===== src/rtl/arm_pkg.sv =====
// Shared types and constants for the operand-forwarding / hazard-detection slice.
// Holds the select encoding, the shadow-stage record layouts and the bubble constants.
package arm_pkg;

    localparam int REG_IDX_W = 4;

    // Operand source for the EXE stage; 2'b11 is reserved and never produced.
    typedef enum logic [1:0] {
        SEL_RF  = 2'b00,
        SEL_ALU = 2'b01,
        SEL_WB  = 2'b10
    } sel_src_e;

    typedef struct packed {
        logic [REG_IDX_W-1:0] dest;
        logic                 wb;
        logic                 mr;
    } ex_stage_t;

    typedef struct packed {
        logic [REG_IDX_W-1:0] dest;
        logic                 wb;
    } mem_stage_t;

    localparam ex_stage_t BUBBLE = '{
        dest: {REG_IDX_W{1'b0}},
        wb:   1'b0,
        mr:   1'b0
    };

    localparam mem_stage_t MEM_BUBBLE = '{
        dest: {REG_IDX_W{1'b0}},
        wb:   1'b0
    };

    function automatic logic reg_hit(
        input logic                 wb,
        input logic [REG_IDX_W-1:0] dest,
        input logic [REG_IDX_W-1:0] src
    );
        reg_hit = wb & (dest == src);
    endfunction

endpackage : arm_pkg


===== src/rtl/fwd_sel_calc.sv =====
// Per-source match logic: decides the stall contribution and the forwarding
// select for one decode-stage operand against the EXE and MEM shadow stages.
module fwd_sel_calc
    import arm_pkg::*;
(
    input  logic                 i_forward_en,
    input  logic                 i_live,
    input  logic [REG_IDX_W-1:0] i_src,
    input  ex_stage_t            i_ex,
    input  mem_stage_t           i_mem,
    output logic                 o_hazard,
    output sel_src_e             o_sel
);

    logic w_ex_match;
    logic w_mem_match;

    assign w_ex_match  = i_live & reg_hit(i_ex.wb,  i_ex.dest,  i_src);
    assign w_mem_match = i_live & reg_hit(i_mem.wb, i_mem.dest, i_src);

    // Stall request: only load-use when forwarding, any pending write otherwise.
    always_comb begin
        o_hazard = 1'b0;
        if (i_forward_en) begin
            o_hazard = w_ex_match & i_ex.mr;
        end else begin
            o_hazard = w_ex_match | w_mem_match;
        end
    end

    // Operand select; the younger producer in EXE wins over the one in MEM.
    always_comb begin
        o_sel = SEL_RF;
        if (!i_forward_en) begin
            o_sel = SEL_RF;
        end else if (w_ex_match) begin
            o_sel = SEL_ALU;
        end else if (w_mem_match) begin
            o_sel = SEL_WB;
        end else begin
            o_sel = SEL_RF;
        end
    end

endmodule : fwd_sel_calc


===== src/rtl/fwd_hazard_unit.sv =====
// Forwarding and hazard unit: tracks the EXE/MEM destinations in shadow registers,
// raises a combinational stall and registers the EXE-stage operand selects.
module fwd_hazard_unit
    import arm_pkg::*;
(
    input  logic                 clk,
    input  logic                 rst,
    input  logic                 forward_en,
    input  logic                 ID_valid,
    input  logic [REG_IDX_W-1:0] src1,
    input  logic [REG_IDX_W-1:0] src2,
    input  logic                 src1_used,
    input  logic                 two_src,
    input  logic [REG_IDX_W-1:0] ID_Dest,
    input  logic                 ID_WB_EN,
    input  logic                 ID_MEM_R_EN,
    input  logic                 flush,
    output logic [1:0]           Sel_src1,
    output logic [1:0]           Sel_src2,
    output logic                 hazard
);

    ex_stage_t  r_ex;
    mem_stage_t r_mem;
    sel_src_e   r_sel1;
    sel_src_e   r_sel2;

    ex_stage_t  w_ex_next;
    logic       w_live1;
    logic       w_live2;
    logic       w_haz1;
    logic       w_haz2;
    logic       w_hazard;
    logic       w_squash;
    sel_src_e   w_sel1;
    sel_src_e   w_sel2;

    assign w_live1 = ID_valid & src1_used;
    assign w_live2 = ID_valid & two_src;

    fwd_sel_calc u_calc_src1 (
        .i_forward_en (forward_en),
        .i_live       (w_live1),
        .i_src        (src1),
        .i_ex         (r_ex),
        .i_mem        (r_mem),
        .o_hazard     (w_haz1),
        .o_sel        (w_sel1)
    );

    fwd_sel_calc u_calc_src2 (
        .i_forward_en (forward_en),
        .i_live       (w_live2),
        .i_src        (src2),
        .i_ex         (r_ex),
        .i_mem        (r_mem),
        .o_hazard     (w_haz2),
        .o_sel        (w_sel2)
    );

    // Record entering EXE; an invalid decode slot must not look like a writer.
    always_comb begin
        w_ex_next.dest = ID_Dest;
        w_ex_next.wb   = ID_WB_EN & ID_valid;
        w_ex_next.mr   = ID_MEM_R_EN & ID_valid;
    end

    // A flushed decode instruction never stalls the front end.
    always_comb begin
        w_hazard = 1'b0;
        if (flush) begin
            w_hazard = 1'b0;
        end else begin
            w_hazard = w_haz1 | w_haz2;
        end
    end

    assign w_squash = flush | w_hazard;
    assign hazard   = w_hazard;

    // Shadow pipeline and select registers; reset beats flush, flush/stall insert a bubble.
    always_ff @(posedge clk) begin
        if (rst) begin
            r_ex   <= BUBBLE;
            r_mem  <= MEM_BUBBLE;
            r_sel1 <= SEL_RF;
            r_sel2 <= SEL_RF;
        end else if (w_squash) begin
            r_ex   <= BUBBLE;
            r_mem  <= '{dest: r_ex.dest, wb: r_ex.wb};
            r_sel1 <= SEL_RF;
            r_sel2 <= SEL_RF;
        end else begin
            r_ex   <= w_ex_next;
            r_mem  <= '{dest: r_ex.dest, wb: r_ex.wb};
            r_sel1 <= w_sel1;
            r_sel2 <= w_sel2;
        end
    end

    assign Sel_src1 = r_sel1;
    assign Sel_src2 = r_sel2;

endmodule : fwd_hazard_unit


===== config.mk =====
export PLATFORM = sky130hd
export DESIGN_NAME = fwd_hazard_unit
export DESIGN_NICKNAME = d
export VERILOG_FILES = /design/src/rtl/arm_pkg.sv /design/src/rtl/fwd_sel_calc.sv /design/src/rtl/fwd_hazard_unit.sv
export SDC_FILE = /design/constraint.sdc
export NUM_CORES = 1
export LEC_CHECK = 0
export ABC_AREA = 1
export CAP_MARGIN = 20
export CORE_MARGIN = 2
export CORE_UTILIZATION = 40
export DETAILED_ROUTE_END_ITERATION = 8
export PLACE_DENSITY = 0.76
export SLEW_MARGIN = 40
export SYNTH_ARGS = -nofsm -noshare
export SYNTH_HDL_FRONTEND = slang
export SYNTH_SLANG_ARGS = --single-unit

===== constraint.sdc =====
create_clock -name clk -period 1.1 [get_ports clk]
set_input_delay 0.11 -clock clk [delete_from_list [all_inputs] [get_ports clk]]
set_output_delay 0.11 -clock clk [all_outputs]
set_load 0.01 [all_outputs]

Word-level counts from Yosys, hierarchy flattened

Index checks and enable logic that the tools add are counted.

Equal/unequal tests: 4
Muxes and demuxes: 7
Bitwise gates (word level): 19
Reductions and logical operators: 4

Operator list:

| kind               | count |
|---|---|
| 4-bit == test      | 4 |
| 1-bit AND          | 14 |
| 4-bit OR reduction | 2 |
| 1-bit 2-to-1 mux   | 5 |
| 2-bit 2-to-1 mux   | 2 |
| 1-bit OR           | 4 |
| 3-bit OR reduction | 1 |
| 2-bit OR reduction | 1 |
| 1-bit inverter     | 1 |

Register bits after elaboration: 15
Bits of input ports: 21
Word-level logic and storage cells: 43

Depth between registers and ports, before layout

Gate-level depths: netlist of run 1.

Word-level depth: 9
Gate-level depth with buffers: 9
Depth with buffers taken out: 9

By module

A second synthesis of run 1 with hierarchy kept.

Cell total of the unflattened synthesis: 163
Area, all modules: 949.7 um^2

By module, submodules not included:

| module          | instances | cells an instance | area an instance (um^2) |
|---|---|---|---|
| fwd_sel_calc    | 2         | 55                | 240.2 |
| fwd_hazard_unit | 1         | 53                | 469.2 |

Worst setup path after synthesis of run 1

Ideal clock, no wire load.

Kind: register to output
Start point: register r_ex[2] in the netlist's numbering
End point: output port hazard
Arrival: 1.014 ns
Required time: 0.990 ns
Path slack: -0.024 ns
Stages on the path, launching flop included: 9
Path buffers: 0
Cells stage by stage: dfxtp_1 -> inv_1 -> nand2_1 -> nand2_1 -> a21oi_1 -> nand3_1 -> nand2_2 -> nand2_4 -> a21oi_2

Cells in the longest elaborated chain, start to end: 7
Elaborated cells between the ends (all ways): 14

Ends and longest elaborated chain:

| element                               | RTL line                               | text |
|---|---|---|
| from (decl)                           | fwd_hazard_unit.sv:23                  | `ex_stage_t r_ex;` |
| from (signal assigned)                | fwd_hazard_unit.sv:94                  | `r_ex <= w_ex_next;` |
| 4-bit == test                         | arm_pkg.sv:41                          | `reg_hit = wb & (dest == src);` |
| 1-bit AND                             | arm_pkg.sv:41                          |  |
| 1-bit AND                             | fwd_sel_calc.sv:18                     | `assign w_ex_match = i_live & reg_hit(i_ex.wb, i_ex.dest, i_src);` |
| 1-bit OR or 1-bit AND (tied branches) | fwd_sel_calc.sv:27, fwd_sel_calc.sv:25 |  |
| 1-bit 2-to-1 mux                      | fwd_sel_calc.sv:24                     | `if (i_forward_en) begin` |
| 1-bit OR *                            | fwd_hazard_unit.sv:74                  | `w_hazard = w_haz1 \| w_haz2;` |
| 1-bit 2-to-1 mux *                    | fwd_hazard_unit.sv:71                  | `if (flush) begin` |
| to (decl)                             | fwd_hazard_unit.sv:20                  | `output logic hazard` |

Mark *: on every way between the ends. The rest lies on a longest branch, timed or not.

Worst setup path in the final report of run 1

Start point: register r_ex[4] in the netlist's numbering
End point: output port hazard

The elaborated chain is that of the path after synthesis.

==> summary.md, run 1 <==
| Metric | Value |
|---|---|
| Ant. Diodes | 0 |
| Routed vias | 945 |
| Total grt overflow | 0 |
| Mean Syn Cell Area | 6.78 um^2 |
| Area of the multi-input gates | 519 um^2 |
| Hold_buf cts | 0 |
| Hold Path Origin | ID_Dest[2] |
| Global-route wire length before repair | 3.68 mm |
| CP max FO | 3 |
| Seq/Total Area, Yosys | 36.9% |
| CTS max path bufs | 2 |
| M1 GR Usage | 21.4% |
| Arrival time worst endpoint | 1470 ps |
| Detail Placement HPWL | 1.57 mm |
| FF/Latch Area | 312 um^2 |
| Startpoint Class | register |
| Final worst path period need | 1580 ps |
| Final setup skew | 5.40 ps |
| Min-Delay Path Class | in -> reg |
| Max-slew violation count | 0 |
| R2R depth | 12 |
| Period utilization | 143% |
| Most common cell after layout, fill and taps aside | nand2_1 |
| # DRC | 0 |
| DP Worst Slack | -870 ps |
| Net Count, Synth | 141 |
| Die width | 49.1 um |
| WHS Path Cells | 3 |
| H-tree depth | 1 |
| Drt first-iter violations | 52 |
| Later-pin clock latency in the skew report | 280 ps |
| Total Wirelength | 2.54 mm |
| CTS tree | done |
| CTS Sinks | 15 |
| CP Capture Type | output port |
| Final setup violation count | 11 |
| Fillers | 146 |
| Final hold viol count | 0 |
| Clock buffer count from CTS | 3 |
| Die ar. | 2410 um^2 |
| Mapped Cells | 120 |
| Routability cong. | 0.812 |
| Worst-path cell chain | inv_4, nand2_4, nand2_4, nor2_4, nand3_2, nand2_2, nand2_4, a21oi_4, buf_6 |
| Core Area | 1940 um^2 |
| M2 GR Usage | 38.5% |
| Critical Path Start | r_ex[4] |
| Synthesized area | 813 um^2 |
| Crit-path most repeated cell | nand2_4 |
| Vias in the first global route | 860 |
| Share of post-route cells with drive strength above 1 | 39.9% |
| Violated checks | negative setup slack |
| Worst Slack Setup Final | -477 ps |
| NumNets Final | 195 |
| Leak | 0.000674 uW |
| Hold slack | 334 ps |
| Final ANT Viol Nets | 0 |
| Most frequent cells in the layout | 25 x nand2_1, 18 x inv_1, 18 x buf_4 |
| Reg clk slew, reported paths | 90 ps |
| Synth Warn # | 0 |
| Synthesized flop and latch total | 15 |
| Worst R2R Setup Slack | -460 ps |
| Wire per inst | 12.7 um |
| Critical Path End | hazard |
| Worst slew pin tran | 255 ps |
| Height of the die | 49.1 um |
| Unique masters post-synth | 20 |
| Peak VDD IR | 0.601 mV |
| Initial antenna violation count | 0 |
| Pwr/cell area | 806 nW/um^2 |
| Vias/cell | 4.73 |
| Area grow syn2layout | 75.7% |
| Worst r2r src | r_mem[4] |
| Status | finished, violations left |
| Crit path kind | reg -> out |
| Pin count of the biggest net entering global routing | 9 |
| MaxCap Viol Count | 0 |
| Pre-Repair DR Iteration Count | 5 |
| Worst EP required | 990 ps |
| Grt met3 use | 3.07% |
| Gr usage total | 20.5% |
| Critical R2R Capture | r_ex[1] |
| Critical path's slowest cell | dfxtp_4 |
| I/O Buffers | 25 |
| GRT busiest layer | met2 |
| Peak Freq | 634 MHz |
| RSZ-0062 raised after global routing | yes |
| CP peak stage delay | 400 ps |
| Rows | 16 |
| Root Driver | clkbuf_4 |
| Slew Limit Headroom | 83.0% |
| Io pins | 26 |
| Initial Utilization | 41.9% |
[kinds of logic (layout without fill, tap and decap cells)]
kind of cell    count (synthesis)  in the layout  share of synthesized area, %
xor+xnor                        5              5                          5.38
simple gates                   72             72                          42.8
compound gates                  5              5                          4.31
flops                          15             15                          36.9
buf+inv                        23             76                          10.6
[repair_timing]
item | in CTS | in global routing
setup endpoints to repair | 15 | 11
pin swaps | 9 | 12
buffers inserted | 7 | 4
gates resized for setup | 36 | 24
[where the power goes]
group          internal, uW  total, uW  leakage (uW)  switching, uW
logic                   139        262      0.000533            123
clock network           141        322     0.0000150            181
registers               555        568      0.000125           12.8
[final cells by class]
cell class	count	share of cell area (%)
clock buffer	4	1.84
inverter	23	6.22
multi-input combinational	82	36.3
tap	27	2.36
timing repair buffer	49	31.4
sequential	15	21.8
[synth_stat cells]
cell	instances	share of area [%]
inv_1	22	10
nor3_1	1	0.61
xor2_1	1	1.1
nand4_4	2	5.2
or2_4	1	1.1
dfxtp_1	15	37
inv_2	1	0.46
nand2_2	2	1.5
xnor2_1	4	4.3
nor2_1	19	8.8
nand4_1	1	0.77
a21oi_1	2	1.2
o21ai_0	1	0.61
nor2_2	2	1.5
nand3_2	1	1.2
nand2_4	1	1.4
nand3_1	8	4.9
a21oi_2	1	1.1
nand2_1	34	16
o2111a_1	1	1.4
[worst max-delay path: cells and delay by family, from the launching register on]
kind                   cells  cell delay (ps)
AND/OR/NAND/NOR            6              480
buffers and inverters      2              150
AO/OA/AOI/OAI              1              140
flip-flops                 1              400
[stage by stage]
stage               std cells  total power, uW  util, %  TNS (ps)  area [um^2]
floorplan                 120              666        -     -3.24          821
global placement          188              794     63.1     -5510         1220
detailed placement        188              800     63.1     -6090         1220
CTS                       198             1130     69.5     -2940         1350
global route              200             1210     73.6     -4750         1430
finish                    200             1150     73.6     -3960         1430
[how the worst min path moves through the flow]
stage / slack (ps) / end
after global routing: 350 / r_ex[2]
after detailed placement: 440 / r_mem[0]
final: 330 / r_ex[4]
after global placement: 440 / r_mem[0]
after floorplan: 180 / r_mem[0]
after CTS: 330 / r_ex[4]
[flip-flops by register name, indices dropped and copies added, names as in the netlist]
name      count
r_mem         5
r_ex          6
Sel_src1      2
Sel_src2      2
[per-layer routing]
metal	wire, um	up-vias
li1	-	468
met1	955	426
met2	1400	43
met3	125	8
met4	68	0
met5	0	-
Power figures use the tool's default switching activity.
==> run 2: changes to the inputs <==
CAP_MARGIN = default   (was 20)
CORE_UTILIZATION = 44   (was 40)
PLACE_DENSITY = 0.8   (was 0.76)
clock period = 1.78 ns   (was 1.1 ns; I/O delays follow)
==> summary.md, run 2 (same netlist as run 1, synthesis figures left out) <==
| Metric | Value |
|---|---|
| DP Area | 1180 um^2 |
| Reg clk slew, reported paths | 100 ps |
| Pin count of the biggest net entering global routing | 9 |
| Logic gate share of total power | 19.2% |
| CP max FO | 3 |
| CP Capture Type | output port |
| Leak | 0.000572 uW |
| Peak VDD IR | 0.369 mV |
| Worst R2R Setup Slack | 440 ps |
| P_sw | 183 uW |
| Critical Path Start | src1[0] |
| Min-Delay Path Class | in -> reg |
| # DRC | 0 |
| I/O Buffers | 25 |
| Startpoint Class | input port |
| Die width | 47.0 um |
| NumNets Final | 183 |
| Largest regs | r_ex (6), r_mem (5) |
| Pre-Repair DR Iteration Count | 4 |
| Final setup violation count | 0 |
| Critical Path End | hazard |
| R2R depth | 8 |
| Internal | 503 uW |
| Crit path kind | in -> out |
| Share of post-route cells with drive strength above 1 | 19.9% |
| Root Driver | clkbuf_4 |
| Hold_buf cts | 0 |
| Clock power frac | 29.9% |
| Most common cell after layout, fill and taps aside | nand2_1 |
| Final worst path period need | 1680 ps |
| Vias/cell | 4.52 |
| Routed vias | 841 |
| DP Worst Slack | -339 ps |
| Max-slew violation count | 0 |
| Period utilization | 94.5% |
| Detail Placement HPWL | 1.56 mm |
| Rows | 15 |
| Final setup skew | 7.40 ps |
| Worst slew pin tran | 203 ps |
| CTS Sinks | 15 |
| Worst Slack Setup Final | 97.9 ps |
| Routability cong. | 0.823 |
| Io pins | 26 |
| Fillers | 151 |
| Peak Freq | 595 MHz |
| Initial antenna violation count | 0 |
| Drt first-iter violations | 11 |
| Worst r2r src | r_ex[5] |
| Pwr/cell area | 563 nW/um^2 |
| Fin area | 1220 um^2 |
| Flop pwr share | 50.9% |
| Global-route wire length before repair | 3.16 mm |
| Final ANT Viol Nets | 0 |
| Clock buffer count from CTS | 3 |
| Height of the die | 47.0 um |
| Most flops, register | r_ex |
| Overall Power | 687 uW |
| Vias in the first global route | 791 |
| Area grow syn2layout | 50.0% |
| CTS tree | done |
| Total grt overflow | 0 |
| Setup TNS Final | 0 ps |
| Critical R2R Capture | r_ex[3] |
| Arrival time worst endpoint | 1500 ps |
| Die ar. | 2210 um^2 |
| CTS max path bufs | 2 |
| Gr usage total | 20.8% |
| Worst EP required | 1600 ps |
| Most frequent cells in the layout | 34 x nand2_1, 22 x inv_1, 21 x clkdlybuf4s50_1 |
| RSZ-0062 raised after global routing | no |
| Initial Utilization | 47.1% |
| MaxCap Viol Count | 0 |
| Ant. Diodes | 0 |
| Switching share of power | 26.7% |
| Status | finished, final reports clean |
| H-tree depth | 1 |
| Final hold viol count | 0 |
| Largest register FFs | 6 |
| Later-pin clock latency in the skew report | 300 ps |
| Core Area | 1730 um^2 |
| Total Wirelength | 1.91 mm |
| Wire per inst | 10.3 um |
| Slew Limit Headroom | 86.3% |
-- run 2: cell count changes in the layout (fill, tap and decap cells not counted), sizes merged --
cell           change
buf               -12
dlygate4sd2        -7
clkdlybuf4s50      +7
-- run 2: layout make-up --
cell class	instances	area (um^2)	share of cell area (%)
Multi-Input combinational cell	82	434	35.6
Timing Repair Buffer	37	339	27.8
Sequential cell	15	303	24.8
Inverter	23	86.3	7.08
Tap cell	25	31.3	2.56
Clock buffer	4	26.3	2.15
-- run 2: how the worst min path moves through the flow --
stage                     startpoint       end  slack [ps]  depth (start not counted)
after floorplan                  rst  r_mem[0]         250                          1
after global placement       r_ex[1]  r_mem[0]         430                          2
after detailed placement     r_ex[1]  r_mem[0]         440                          2
after CTS                   ID_valid   r_ex[1]         330                          3
after global routing        ID_valid   r_ex[0]         340                          3
final                       ID_valid   r_ex[1]         330                          3
-- run 2: routing by layer --
layer	vias to the layer above	GRT usage, %	part of all wire [%]
li1	444	-	-
met1	370	24.6	44
met2	24	35.6	51
met3	3	4.62	3.7
met4	0	10.0	1.3
met5	-	0	0
-- run 2: power groups by stage --
stage	logic (uW)	registers, uW	clock network, uW
2_1_floorplan	56.0	356	0
3_3_place_gp	127	357	0
3_5_place_dp	130	357	0
4_1_cts	131	349	204
5_1_grt	145	351	223
6_report	132	349	205
-- run 2: timing repair --
action,in CTS,in global routing
setup endpoints to repair,1,1
cloned,0,0
gates resized for setup,6,6
pin swaps,0,3
buffers inserted,0,1
-- run 2: worst max-delay path, cell delays in order --
cell and delay [ps]:
clkdlybuf4s50_1 500, inv_1 60, nand2_1 50, nand2_1 50
a21oi_1 120, nand3_1 140, nand2_2 120, nand2_4 50
a21oi_2 100, buf_2 130
-- run 2: metrics by stage --
stage,std cells,utilization (%),hold slack [ps]
after floorplan,120,-,249
after global placement,181,68.2,428
after detailed placement,181,68.2,440
after CTS,185,70.0,330
after global routing,186,70.7,345
final,186,70.7,325
==> run 3: changes to the inputs <==
CORE_UTILIZATION = 47   (was 44)
CTS_BUF_LIST = sky130_fd_sc_hd__clkbuf_4   (was default)
PLACE_DENSITY = 0.84   (was 0.8)
==> summary.md, run 3 (same netlist as run 1, synthesis figures left out) <==
| Metric | Value |
|---|---|
| Status | finished, final reports clean |
| Core Area | 1670 um^2 |
| FF/Latch Area | 302 um^2 |
| Final Core Density | 73.6% |
| Share of post-route cells with drive strength above 1 | 20.9% |
| P_sw | 178 uW |
| Internal | 521 uW |
| CTS Sinks | 15 |
| Final setup skew | 1.58 ps |
| Worst slew pin tran | 217 ps |
| Total grt overflow | 0 |
| Rows | 15 |
| Final ANT Viol Nets | 0 |
| Vias/cell | 4.97 |
| Peak VDD IR | 0.469 mV |
| Ant. Diodes | 0 |
| Final worst path period need | 1670 ps |
| Non-Filler Instances | 180 |
| Pre-Repair DR Iteration Count | 4 |
| Switching share of power | 25.5% |
| Final setup violation count | 0 |
| Reg clk slew, reported paths | 90 ps |
| R2R depth | 10 |
| Largest regs | r_ex (6), r_mem (5) |
| CP Capture Type | output port |
| Leak | 0.000594 uW |
| Total Wirelength | 2.09 mm |
| Period utilization | 93.8% |
| CTS tree | done |
| Worst EP required | 1600 ps |
| Logic gate share of total power | 19.8% |
| Overall Power | 700 uW |
| # DRC | 0 |
| Initial antenna violation count | 0 |
| WHS Path Cells | 6 |
| I/O Buffers | 25 |
| NumNets Final | 185 |
| Flop pwr share | 50.0% |
| Arrival time worst endpoint | 1490 ps |
| Wire length on met2 | 1.09 mm |
| Worst R2R Setup Slack | 400 ps |
| Io pins | 26 |
| Initial Utilization | 48.7% |
| Gr usage total | 24.6% |
| Fillers | 142 |
| Peak Freq | 599 MHz |
| Area of the multi-input gates | 434 um^2 |
| Die width | 45.6 um |
| Clock power frac | 30.2% |
| DR top layer | met4 |
| CP max FO | 3 |
| Metal3 WL | 93 um |
| Height of the die | 45.6 um |
| Hold Path Origin | src1[0] |
| Final hold viol count | 0 |
| Startpoint Class | register |
| Pwr/cell area | 569 nW/um^2 |
| Area grow syn2layout | 51.2% |
| Placed cell count | 175 |
| Global-route wire length before repair | 3.57 mm |
| Pin count of the biggest net entering global routing | 9 |
| Routed vias | 894 |
| Largest register FFs | 6 |
| Worst r2r src | r_ex[2] |
| Fin area | 1230 um^2 |
| Crit path kind | reg -> out |
| Min-Delay Path Class | in -> reg |
| Die ar. | 2080 um^2 |
| Wire per inst | 11.6 um |
| H-tree depth | 1 |
| Most common cell after layout, fill and taps aside | nand2_1 |
| Root Driver | clkbuf_4 |
| WL met1 | 837 um |
| Drt first-iter violations | 29 |
| Most frequent cells in the layout | 34 x nand2_1, 22 x inv_1, 20 x clkdlybuf4s50_1 |
| CTS max path bufs | 2 |
| Critical R2R Capture | r_ex[0] |
| Detail Placement HPWL | 1.73 mm |
| Routability cong. | 0.904 |
| Vias in the first global route | 871 |
| Clock buffer count from CTS | 3 |
| DP Area | 1180 um^2 |
| Most flops, register | r_ex |
| Later-pin clock latency in the skew report | 280 ps |
| MaxCap Viol Count | 0 |
| Max-slew violation count | 0 |
| Slew Limit Headroom | 85.5% |
| Min-Delay Endpoint | Sel_src1[1] |
==> run 3: power groups by stage <==
stage / clock (uW) / sequential, uW / combinational, uW
floorplan: 0 / 356 / 56.0
global placement: 0 / 357 / 131
detailed placement: 0 / 357 / 137
CTS: 216 / 349 / 138
global route: 236 / 351 / 152
finish: 211 / 350 / 139
==> run 3: area by class of cell <==
type	count	area share [%]
repair buffers	39	29.0
well taps	17	1.73
inverters	23	7.02
flip-flops and latches	15	24.5
clock buffers	4	2.44
multi-input cells	82	35.3
==> run 3: routing by layer <==
layer  GRT usage [%]  vias to the layer above
met5               0                        -
met4            12.9                        0
met2            41.4                       28
met1            27.6                      408
li1                -                      450
met3            7.14                        8
==> run 3: worst max-delay path, stage by stage, from the launching register on <==
cell,delay (ps)
dfxtp_1,370
inv_1,80
nand2_1,60
nand2_1,50
a21oi_1,130
nand3_1,140
nand2_2,100
nand2_4,50
a21oi_2,90
buf_2,130
==> run 3: per-stage QoR <==
| stage | hold WS [ps] | setup TNS (ps) | setup slack [ps] |
|---|---|---|---|
| after CTS | 403 | 0 | 0.936 |
| after floorplan | 249 | 0 | 588 |
| after global routing | 403 | -2.38 | -2.38 |
| final | 350 | 0 | 111 |
| after global placement | 433 | -276 | -276 |
| after detailed placement | 443 | -306 | -306 |
==> run 3: worst max-delay path by stage <==
stage	from	endpoint	slack, ps
after detailed placement	src2[2]	hazard	-310
final	r_ex[2]	hazard	110
after global placement	src2[2]	hazard	-280
after CTS	src1[1]	hazard	0.9
after global routing	r_ex[2]	hazard	-2
after floorplan	r_ex[2]	hazard	590
==> run 3: repair_timing <==
action / in CTS / in global routing
gates resized for setup: 4 / 8
pin swaps: 0 / 1
setup endpoints to repair: 1 / 1
setup buffers: 0 / 1
hold buffers: 0 / 0
